==> src/rtl/axis_noc_injector.sv <==
// axis_noc_injector: round-robin AXI-Stream to NoC flit injector with per-packet grant lock
// and downstream credit flow control. Statistics counters are built when AXIS_NOC_INJECTOR_STATS_EN is defined.
module axis_noc_injector #(
    parameter int NUM_CHANNELS      = 4,
    parameter int TDATA_WIDTH       = 128,
    parameter int TID_WIDTH         = 2,
    parameter int TDEST_WIDTH       = 4,
    parameter int DEST_WIDTH        = TDEST_WIDTH + TID_WIDTH,
    parameter int FLIT_BUFFER_DEPTH = 8,
    parameter int CREDIT_WIDTH      = $clog2(FLIT_BUFFER_DEPTH + 1),
    localparam int CH_W             = (NUM_CHANNELS > 1) ? $clog2(NUM_CHANNELS) : 1
) (
    input  logic                                    clk_noc,
    input  logic                                    rst_n,
    input  logic [NUM_CHANNELS-1:0]                 axis_in_tvalid,
    output logic [NUM_CHANNELS-1:0]                 axis_in_tready,
    input  logic [NUM_CHANNELS-1:0][TDATA_WIDTH-1:0] axis_in_tdata,
    input  logic [NUM_CHANNELS-1:0]                 axis_in_tlast,
    input  logic [NUM_CHANNELS-1:0][TID_WIDTH-1:0]  axis_in_tid,
    input  logic [NUM_CHANNELS-1:0][TDEST_WIDTH-1:0] axis_in_tdest,
    output logic [TDATA_WIDTH-1:0]                  data_out,
    output logic [DEST_WIDTH-1:0]                   dest_out,
    output logic                                    is_tail_out,
    output logic                                    send_out,
    input  logic                                    credit_in,
    output logic [CREDIT_WIDTH-1:0]                 credit_count,
    output logic [CH_W-1:0]                         active_channel,
    output logic                                    credit_err,
    output logic [31:0]                             flit_count,
    output logic [31:0]                             pkt_count
);

    // state  | meaning
    // IDLE   | no packet in flight; round-robin search from r_rr_ptr picks the grant
    // LOCKED | head beat accepted from r_lock_ch; only that channel is served until its tail
    typedef enum logic {IDLE = 1'b0, LOCKED = 1'b1} state_t;

    localparam logic [CREDIT_WIDTH-1:0] CREDIT_MAX = CREDIT_WIDTH'(FLIT_BUFFER_DEPTH);
    localparam logic [CH_W-1:0]         LAST_CH    = CH_W'(NUM_CHANNELS - 1);

    state_t                  r_state;
    logic [CH_W-1:0]         r_rr_ptr;
    logic [CH_W-1:0]         r_lock_ch;
    logic [CREDIT_WIDTH-1:0] r_credit;
    logic                    r_credit_err;
    logic [TDATA_WIDTH-1:0]  r_data;
    logic [DEST_WIDTH-1:0]   r_dest;
    logic                    r_tail;
    logic                    r_send;

    logic [CH_W-1:0] w_grant;
    logic [CH_W-1:0] w_idx;
    logic [CH_W-1:0] w_sel;
    logic [CH_W-1:0] w_next_ptr;
    logic            w_any_valid;
    logic            w_sel_valid;
    logic            w_credit_ok;
    logic            w_accept;

    // Walk offsets from the highest down so the lowest offset from r_rr_ptr wins.
    always_comb begin
        w_grant     = r_rr_ptr;
        w_any_valid = 1'b0;
        w_idx       = '0;
        for (int i = NUM_CHANNELS - 1; i >= 0; i--) begin
            w_idx = CH_W'((int'(r_rr_ptr) + i) % NUM_CHANNELS);
            if (axis_in_tvalid[w_idx]) begin
                w_grant     = w_idx;
                w_any_valid = 1'b1;
            end
        end
    end

    assign w_sel       = (r_state == LOCKED) ? r_lock_ch : w_grant;
    assign w_sel_valid = (r_state == LOCKED) ? axis_in_tvalid[r_lock_ch] : w_any_valid;
    assign w_credit_ok = (r_credit != '0);
    assign w_accept    = w_credit_ok && w_sel_valid;
    assign w_next_ptr  = (w_sel == LAST_CH) ? '0 : w_sel + 1'b1;

    always_comb begin
        axis_in_tready = '0;
        if (w_accept) begin
            axis_in_tready[w_sel] = 1'b1;
        end
    end

    always_ff @(posedge clk_noc or negedge rst_n) begin
        if (!rst_n) begin
            r_state   <= IDLE;
            r_rr_ptr  <= '0;
            r_lock_ch <= '0;
        end else if (w_accept) begin
            if (axis_in_tlast[w_sel]) begin
                r_state  <= IDLE;
                r_rr_ptr <= w_next_ptr;
            end else begin
                r_state   <= LOCKED;
                r_lock_ch <= w_sel;
            end
        end
    end

    // A credit returned into an already full counter is a protocol error downstream.
    always_ff @(posedge clk_noc or negedge rst_n) begin
        if (!rst_n) begin
            r_credit     <= CREDIT_MAX;
            r_credit_err <= 1'b0;
        end else if (w_accept && !credit_in) begin
            r_credit <= r_credit - 1'b1;
        end else if (credit_in && !w_accept) begin
            if (r_credit == CREDIT_MAX) begin
                r_credit_err <= 1'b1;
            end else begin
                r_credit <= r_credit + 1'b1;
            end
        end
    end

    always_ff @(posedge clk_noc or negedge rst_n) begin
        if (!rst_n) begin
            r_send <= 1'b0;
            r_tail <= 1'b0;
            r_data <= '0;
            r_dest <= '0;
        end else begin
            r_send <= w_accept;
            if (w_accept) begin
                r_data <= axis_in_tdata[w_sel];
                r_dest <= {axis_in_tid[w_sel], axis_in_tdest[w_sel]};
                r_tail <= axis_in_tlast[w_sel];
            end
        end
    end

`ifdef AXIS_NOC_INJECTOR_STATS_EN
    logic [31:0] r_flit_count;
    logic [31:0] r_pkt_count;

    always_ff @(posedge clk_noc or negedge rst_n) begin
        if (!rst_n) begin
            r_flit_count <= '0;
            r_pkt_count  <= '0;
        end else if (r_send) begin
            r_flit_count <= r_flit_count + 32'd1;
            if (r_tail) begin
                r_pkt_count <= r_pkt_count + 32'd1;
            end
        end
    end

    assign flit_count = r_flit_count;
    assign pkt_count  = r_pkt_count;
`else
    assign flit_count = 32'd0;
    assign pkt_count  = 32'd0;
`endif

    assign data_out       = r_data;
    assign dest_out       = r_dest;
    assign is_tail_out    = r_tail;
    assign send_out       = r_send;
    assign credit_count   = r_credit;
    assign credit_err     = r_credit_err;
    assign active_channel = w_sel;

endmodule

==> config.mk <==
export PLATFORM = sky130hd
export DESIGN_NAME = axis_noc_injector
export DESIGN_NICKNAME = d
export VERILOG_FILES = /design/src/rtl/axis_noc_injector.sv
export SDC_FILE = /design/constraint.sdc
export NUM_CORES = 1
export LEC_CHECK = 0
export BUFFER_PORTS_ARGS = -buffer_cell sky130_fd_sc_hd__buf_2
export CORE_AREA = 2 2 296 298
export CTS_BUF_LIST = sky130_fd_sc_hd__clkbuf_4 sky130_fd_sc_hd__clkbuf_8
export DETAILED_ROUTE_END_ITERATION = 10
export DIE_AREA = 0 0 298 300
export PLACE_DENSITY = 0.43
export REMOVE_ABC_BUFFERS = 1
export SLEW_MARGIN = 20
export SYNTH_ARGS = -nofsm -noshare
export SYNTH_HDL_FRONTEND = slang
export SYNTH_SLANG_ARGS = --single-unit
==> constraint.sdc <==
create_clock -name clk_noc -period 2.7 [get_ports clk_noc]
set_clock_uncertainty 0.15 [all_clocks]
set_input_delay 0.54 -clock clk_noc [delete_from_list [all_inputs] [get_ports clk_noc]]
set_output_delay 0.54 -clock clk_noc [all_outputs]
set_load 0.02 [all_outputs]
Yosys cells after proc, flatten, opt, wreduce, memory -nomap -nowiden --
Index checks and enable logic that the tools add are counted.
Storage, ports and cells: register bits 146, input port bits 547, output and inout port bits 211, word-level logic and storage cells 75
Operators by class: $add $sub $neg 6, $lt $le $gt $ge 7, equal/unequal tests 3, muxes and demuxes 36, bitwise gates (word level) 2, reduce and logical (&&, ||, !) cells 12
Operators with widths (number):
- binary-select mux 128 bit (select 2 bit) | 1
- 2-to-1 mux 128 bit | 1
- 2-to-1 mux 4 bit | 5
- less-than comparator 2 x 3 -> 1 bit, second input constant | 6
- 2-to-1 mux 2 bit | 7
- 2-to-1 mux 1 bit | 13
- binary-select mux 1 bit (select 2 bit) | 6
- binary-select mux 4 bit (select 2 bit) | 1
- AND reduction 2 bit | 3
- adder 2 x 1 -> 2 bit, second input constant | 2
- adder 2 bit, second input constant | 2
- adder 4 x 1 -> 4 bit, second input constant | 1
- binary-select mux 2 bit (select 2 bit) | 1
- == test 4 bit, second input constant | 1
- logical AND 1 bit | 4
- nonzero test 4 bit | 1
- subtractor 4 x 1 -> 4 bit, second input constant | 1
- AND reduction 3 bit | 1
- demux 1 bit (select 2 bit) | 1
- == test 2 bit, second input constant | 1
- greater-or-equal comparator 2 x 1 -> 1 bit, second input constant | 1
- zero test 1 bit | 2
- inequality test 2 bit, second input constant | 1
- NOT 1 bit | 2
- nonzero test 2 bit | 1

Longest topological paths before layout --
depth after elaboration 13, mapped depth 11, gate-level depth less buffers 11

Worst setup path before layout --
Ideal clock, no wire load.
path kind input to output, from input axis_in_tvalid[3], to output axis_in_tready[3], data arrival time 2.139 ns, required time 2.010 ns, setup slack -0.129 ns, stages on the path 7, buffers on the path 0, cell sequence nand2b_1 -> a21boi_1 -> o311a_1 -> nor2_1 -> ha_1 -> inv_1 -> nor2_1
On the way: cells in the longest elaborated chain, start to end 12, elaborated cells between the ends (all ways) 27, classes of those cells order compare: 2; mux: 23; reduce/logical: 2
Ends and longest elaborated chain:
- start: declaration | RTL line 15 | input logic [NUM_CHANNELS-1:0] axis_in_tvalid,
- binary-select mux 1 bit (select 2 bit) | RTL line 67 | if (axis_in_tvalid[w_idx]) begin
- 2-to-1 mux 1 bit (implied by the code) | RTL line 67
- 2-to-1 mux 2 bit (3 in series) | RTL line 67
- 2-to-1 mux 2 bit * | RTL line 67
- 2-to-1 mux 2 bit * | RTL line 74 | assign w_sel = (r_state == LOCKED) ? r_lock_ch : w_grant;
- named net active_channel[1] | RTL line 27 | output logic [CH_W-1:0] active_channel,
- less-than comparator 2 x 3 -> 1 bit (implied by the code) / greater-or-equal comparator 2 x 1 -> 1 bit (equally long branches) | RTL line 83 | axis_in_tready[w_sel] = 1'b1;
- logical AND 1 bit (implied by the code) | RTL line 83
- 2-to-1 mux 1 bit (implied by the code) | RTL line 83
- demux 1 bit (select 2 bit) * | RTL line 83
- 2-to-1 mux 4 bit * | RTL line 82 | if (w_accept) begin
- end: declaration | RTL line 16 | output logic [NUM_CHANNELS-1:0] axis_in_tready,
The timed path passes the listed nets; every way through them passes the cells marked *. The select of a mux whose other input is x is not followed.

Final worst setup path --
from register r_rr_ptr[1], to output axis_in_tready[2]
On the way: cells in the longest elaborated chain, start to end 13, elaborated cells between the ends (all ways) 28, classes of those cells add/sub: 3; order compare: 2; mux: 21; reduce/logical: 2
Ends and longest elaborated chain:
- start: declaration | RTL line 42 | logic [CH_W-1:0] r_rr_ptr;
- start signal: assignment | RTL line 95 | r_rr_ptr <= w_next_ptr;
- adder 2 bit | RTL line 66 | w_idx = CH_W'((int'(r_rr_ptr) + i) % NUM_CHANNELS);
- binary-select mux 1 bit (select 2 bit) | RTL line 67
- 2-to-1 mux 1 bit (implied by the code) | RTL line 67
- 2-to-1 mux 2 bit (4 in series) | RTL line 67
- 2-to-1 mux 2 bit | RTL line 74
- less-than comparator 2 x 3 -> 1 bit (implied by the code) / greater-or-equal comparator 2 x 1 -> 1 bit (equally long branches) | RTL line 83
- logical AND 1 bit (implied by the code) | RTL line 83
- 2-to-1 mux 1 bit (implied by the code) | RTL line 83
- demux 1 bit (select 2 bit) | RTL line 83
- 2-to-1 mux 4 bit * | RTL line 82
Mark *: on every way between the ends. The rest lies on a longest branch, timed or not. The select of a mux whose other input is x is not followed.

==> flow_metrics.tcl <==
set metrics [dict create \
    status "finished with violations" \
    violations "setup timing" \
    yosys.area.top_type_share 0.365 \
    die_h_microns 300 \
    p_leak_nw 8.54 \
    cts_buffer_depth 2 \
    clk_pin_slew_worst_paths_ns 0.10 \
    ys_warn_count 0 \
    ir_drop_v 0.000894 \
    cts_tree "built" \
    whs_ns 0.156 \
    initial_core_util 0.115 \
    endpoint_kind "output port" \
    n_antenna_cell 0 \
    timing.fmax_mhz 342 \
    final_common_cell "buf_2" \
    grt_use_total 0.0902 \
    min_path_cells 3 \
    synth_area_sq_um 9950 \
    first_iter_violations 362 \
    utilization 0.184 \
    pre_cts_ws_ns -0.163 \
    worstPathBufferInverterCount 2 \
    grt_remaining_overflow 0 \
    grt_max_degree 69 \
    remaining_drc_errors 0 \
    maxCapViolCount 0 \
    syn_area_per_cell_sq_um 10.9 \
    drv_slew 0 \
    maxSlewHeadroom 0.585 \
    dr_total_vias 10124 \
    layout_common_cells "687 x buf_2, 270 x mux2i_1, 148 x nand2_1, 143 x dfrtp_1, 111 x buf_4" \
    rows 108 \
    layout-drive-gt1-share 0.552 \
    ys_top_cells_by_area "dfrtp_1 36%, mux2i_1 27%, o221ai_1 7.5%, o221ai_2 7.4%, buf_4 5.7%" \
    holdCritPathClass "in2reg" \
    fin_total_pwr_mw 19.2 \
    criticalPathCategory "reg2out" \
    worst_path_largest_cell_delay_ns 0.43 \
    cp_max_fo 3 \
    arrival_ns 2.23 \
    synthAdderAreaFrac 0.0101 \
    cts_root_buf "clkbuf_8" \
    antenna_found_initial 3 \
    cp-start-kind "flop" \
    routed_wl_microns 42600 \
    synth_xor_area_frac 0.00440 \
    fp.dieW_microns 298 \
    drt-wirelength-per-cell_microns 14.9 \
    slowest_stage "dfrtp_1" \
    dr.pass1.iters 4 \
    ys_types 55 \
    synth-compound-area-share 0.172 \
    grt_pass1_wl_microns 61000 \
    crit_required_ns 2.01 \
    synth_ff_type "dfrtp_1" \
    cp.depth 8 \
    ant_nets 0 \
    worst_pin_slew_ns 0.622 \
    period_share 1.08 \
    min_period_ns 2.92 \
    boundaryPins 758 \
    rr_worst_depth 11 \
    cts_sinks 146 \
    synth_top_family_by_area "multiplexers" \
    core_area_sq_um 86200 \
    setup_viol 5 \
    dp_hpwl_microns 35700 \
    muxShareOfSynthArea 0.277 \
    yosysTopAreaCell "dfrtp_1" \
    setup_ws_ns -0.221 \
    synthToLayoutAreaGrowth_pct 59.8 \
    synth_edf_count 0 \
    htreeDepth 4 \
    cp_top_family "compound AO/OA/AOI/OAI gates" \
    port_buffers 693 \
    finalHoldViolCount 0 \
    netlist_instances 914 \
    num-fill-cells 9693 \
    ys_seq_area_frac 0.367 \
    die_area_sq_um 89400 \
    rsz0062_at_grt "true" \
    finalNetCount 2240 \
    cp_cell_sequence "nand2b_1 > a21boi_2 > o311a_1 > nor2_4 > buf_4 > ha_1 > and2_4 > buf_6" \
    async_reset_ff_frac 1.00 \
    ys_ff_latch 146 \
    vias_per_cell 3.55 \
    gp_congestion 0.813 \
    grt_pass1_vias 10472 \
    yosys.area_share.simple 0.0730 \
    power.density_nw_per_um2 1210 \
    worstSkewPairLatency_ns 0.54 \
    cts_buffers 17 \
]
[state kept, by name, summed over array words and instances, names as in the netlist]
name	cells
r_lock_ch	2
credit_count	4
credit_err	1
dest_out	6
send_out	1
data_out	128
r_rr_ptr	2
r_state	1
is_tail_out	1
[stage by stage]
stage / TNS [ns] / std cells / instance area, sq um
after floorplan: -487.16 / 841 / 9270
after global placement: -2.07 / 2816 / 15400
after detailed placement: -2.51 / 2816 / 15400
after CTS: -1.36 / 2851 / 15900
after global routing: -1.74 / 2853 / 15900
final: -0.863 / 2853 / 15900
[cells in the mapped netlist (2+ instances only)]
cell type    n
inv_1        8
or4_1        2
o21ai_0      4
nor3_1       5
buf_2       33
xor2_1       2
buf_1        2
a21oi_1      3
mux2i_1    270
ha_1         8
nor2b_1      2
nor3_2       2
nand2_1    148
xnor2_1      3
o221ai_1    85
dfrtp_1    145
buf_4       75
o211a_1      2
o221ai_2    49
nor2_1       3
nand2b_1     2
and2_1       4
buf_6       11
clkbuf_1    15
[path summary, 6_finish.rpt]
check | startpoint | end | slack (ns)
setup / recovery | r_rr_ptr[1]$_DFFE_PN0P_ | axis_in_tready[2] | -0.22
hold / removal | axis_in_tdata[485] | data_out[101]$_DFFE_PN0P_ | 0.16
setup reg to reg | credit_count[3]$_DFFE_PN1P_ | credit_count[2]$_DFFE_PN0P_ | 0.19
hold reg to reg | data_out[95]$_DFFE_PN0P_ | data_out[95]$_DFFE_PN0P_ | 0.33
max in group asynchronous | rst_n | data_out[93]$_DFFE_PN0P_ | 1.38
min in group asynchronous | rst_n | data_out[88]$_DFFE_PN0P_ | 0.39
[tightest hold or removal path: stages]
cell and delay (ns):
buf_2 0.07, mux2i_1 0.05, o221ai_1 0.15
[area by class of cell]
class                           instances  area (sq um)  share of cell area
Multi-Input combinational cell        685          5640               0.355
Timing Repair Buffer                  825          4730               0.298
Sequential cell                       146          3660               0.230
Tap cell                             1155          1450              0.0909
Clock buffer                           20           269              0.0169
Clock inverter                         12           106             0.00669
Inverter                               10          47.5             0.00299
[kinds of logic (layout without fill, tap and decap cells)]
family / after synthesis / after routing
and+or+nand+nor: 173 / 173
muxes: 273 / 273
other: 1 / 64
AOI/OAI and AO/OA: 162 / 162
buffers and inverters: 146 / 867
DFF: 146 / 146
adders and majority gates: 8 / 8
xor gates and xnor gates: 5 / 5
[timing repair]
item                       CTS  global route
hold endpoints to repair    39             0
buffers inserted             4             2
hold buffers                 1             0
gates resized for setup     29             5
pin swaps                    9             4
setup endpoints to repair    6             6
[per-layer routing]
metal,vias to the layer above,track usage,part of all wire
met5,-,0,0.00063
met4,4,0.0347,0.026
met3,51,0.0277,0.070
met2,489,0.165,0.52
met1,4724,0.0970,0.38
li1,4856,-,-
[power by group]
group	switching, mW	leakage (nW)	internal [mW]
sequential	0.590	1.77	3.38
combinational	7.55	6.58	5.91
clock	1.02	0.196	0.786
total	9.17	8.54	10.1
Power figures use the tool's default switching activity.
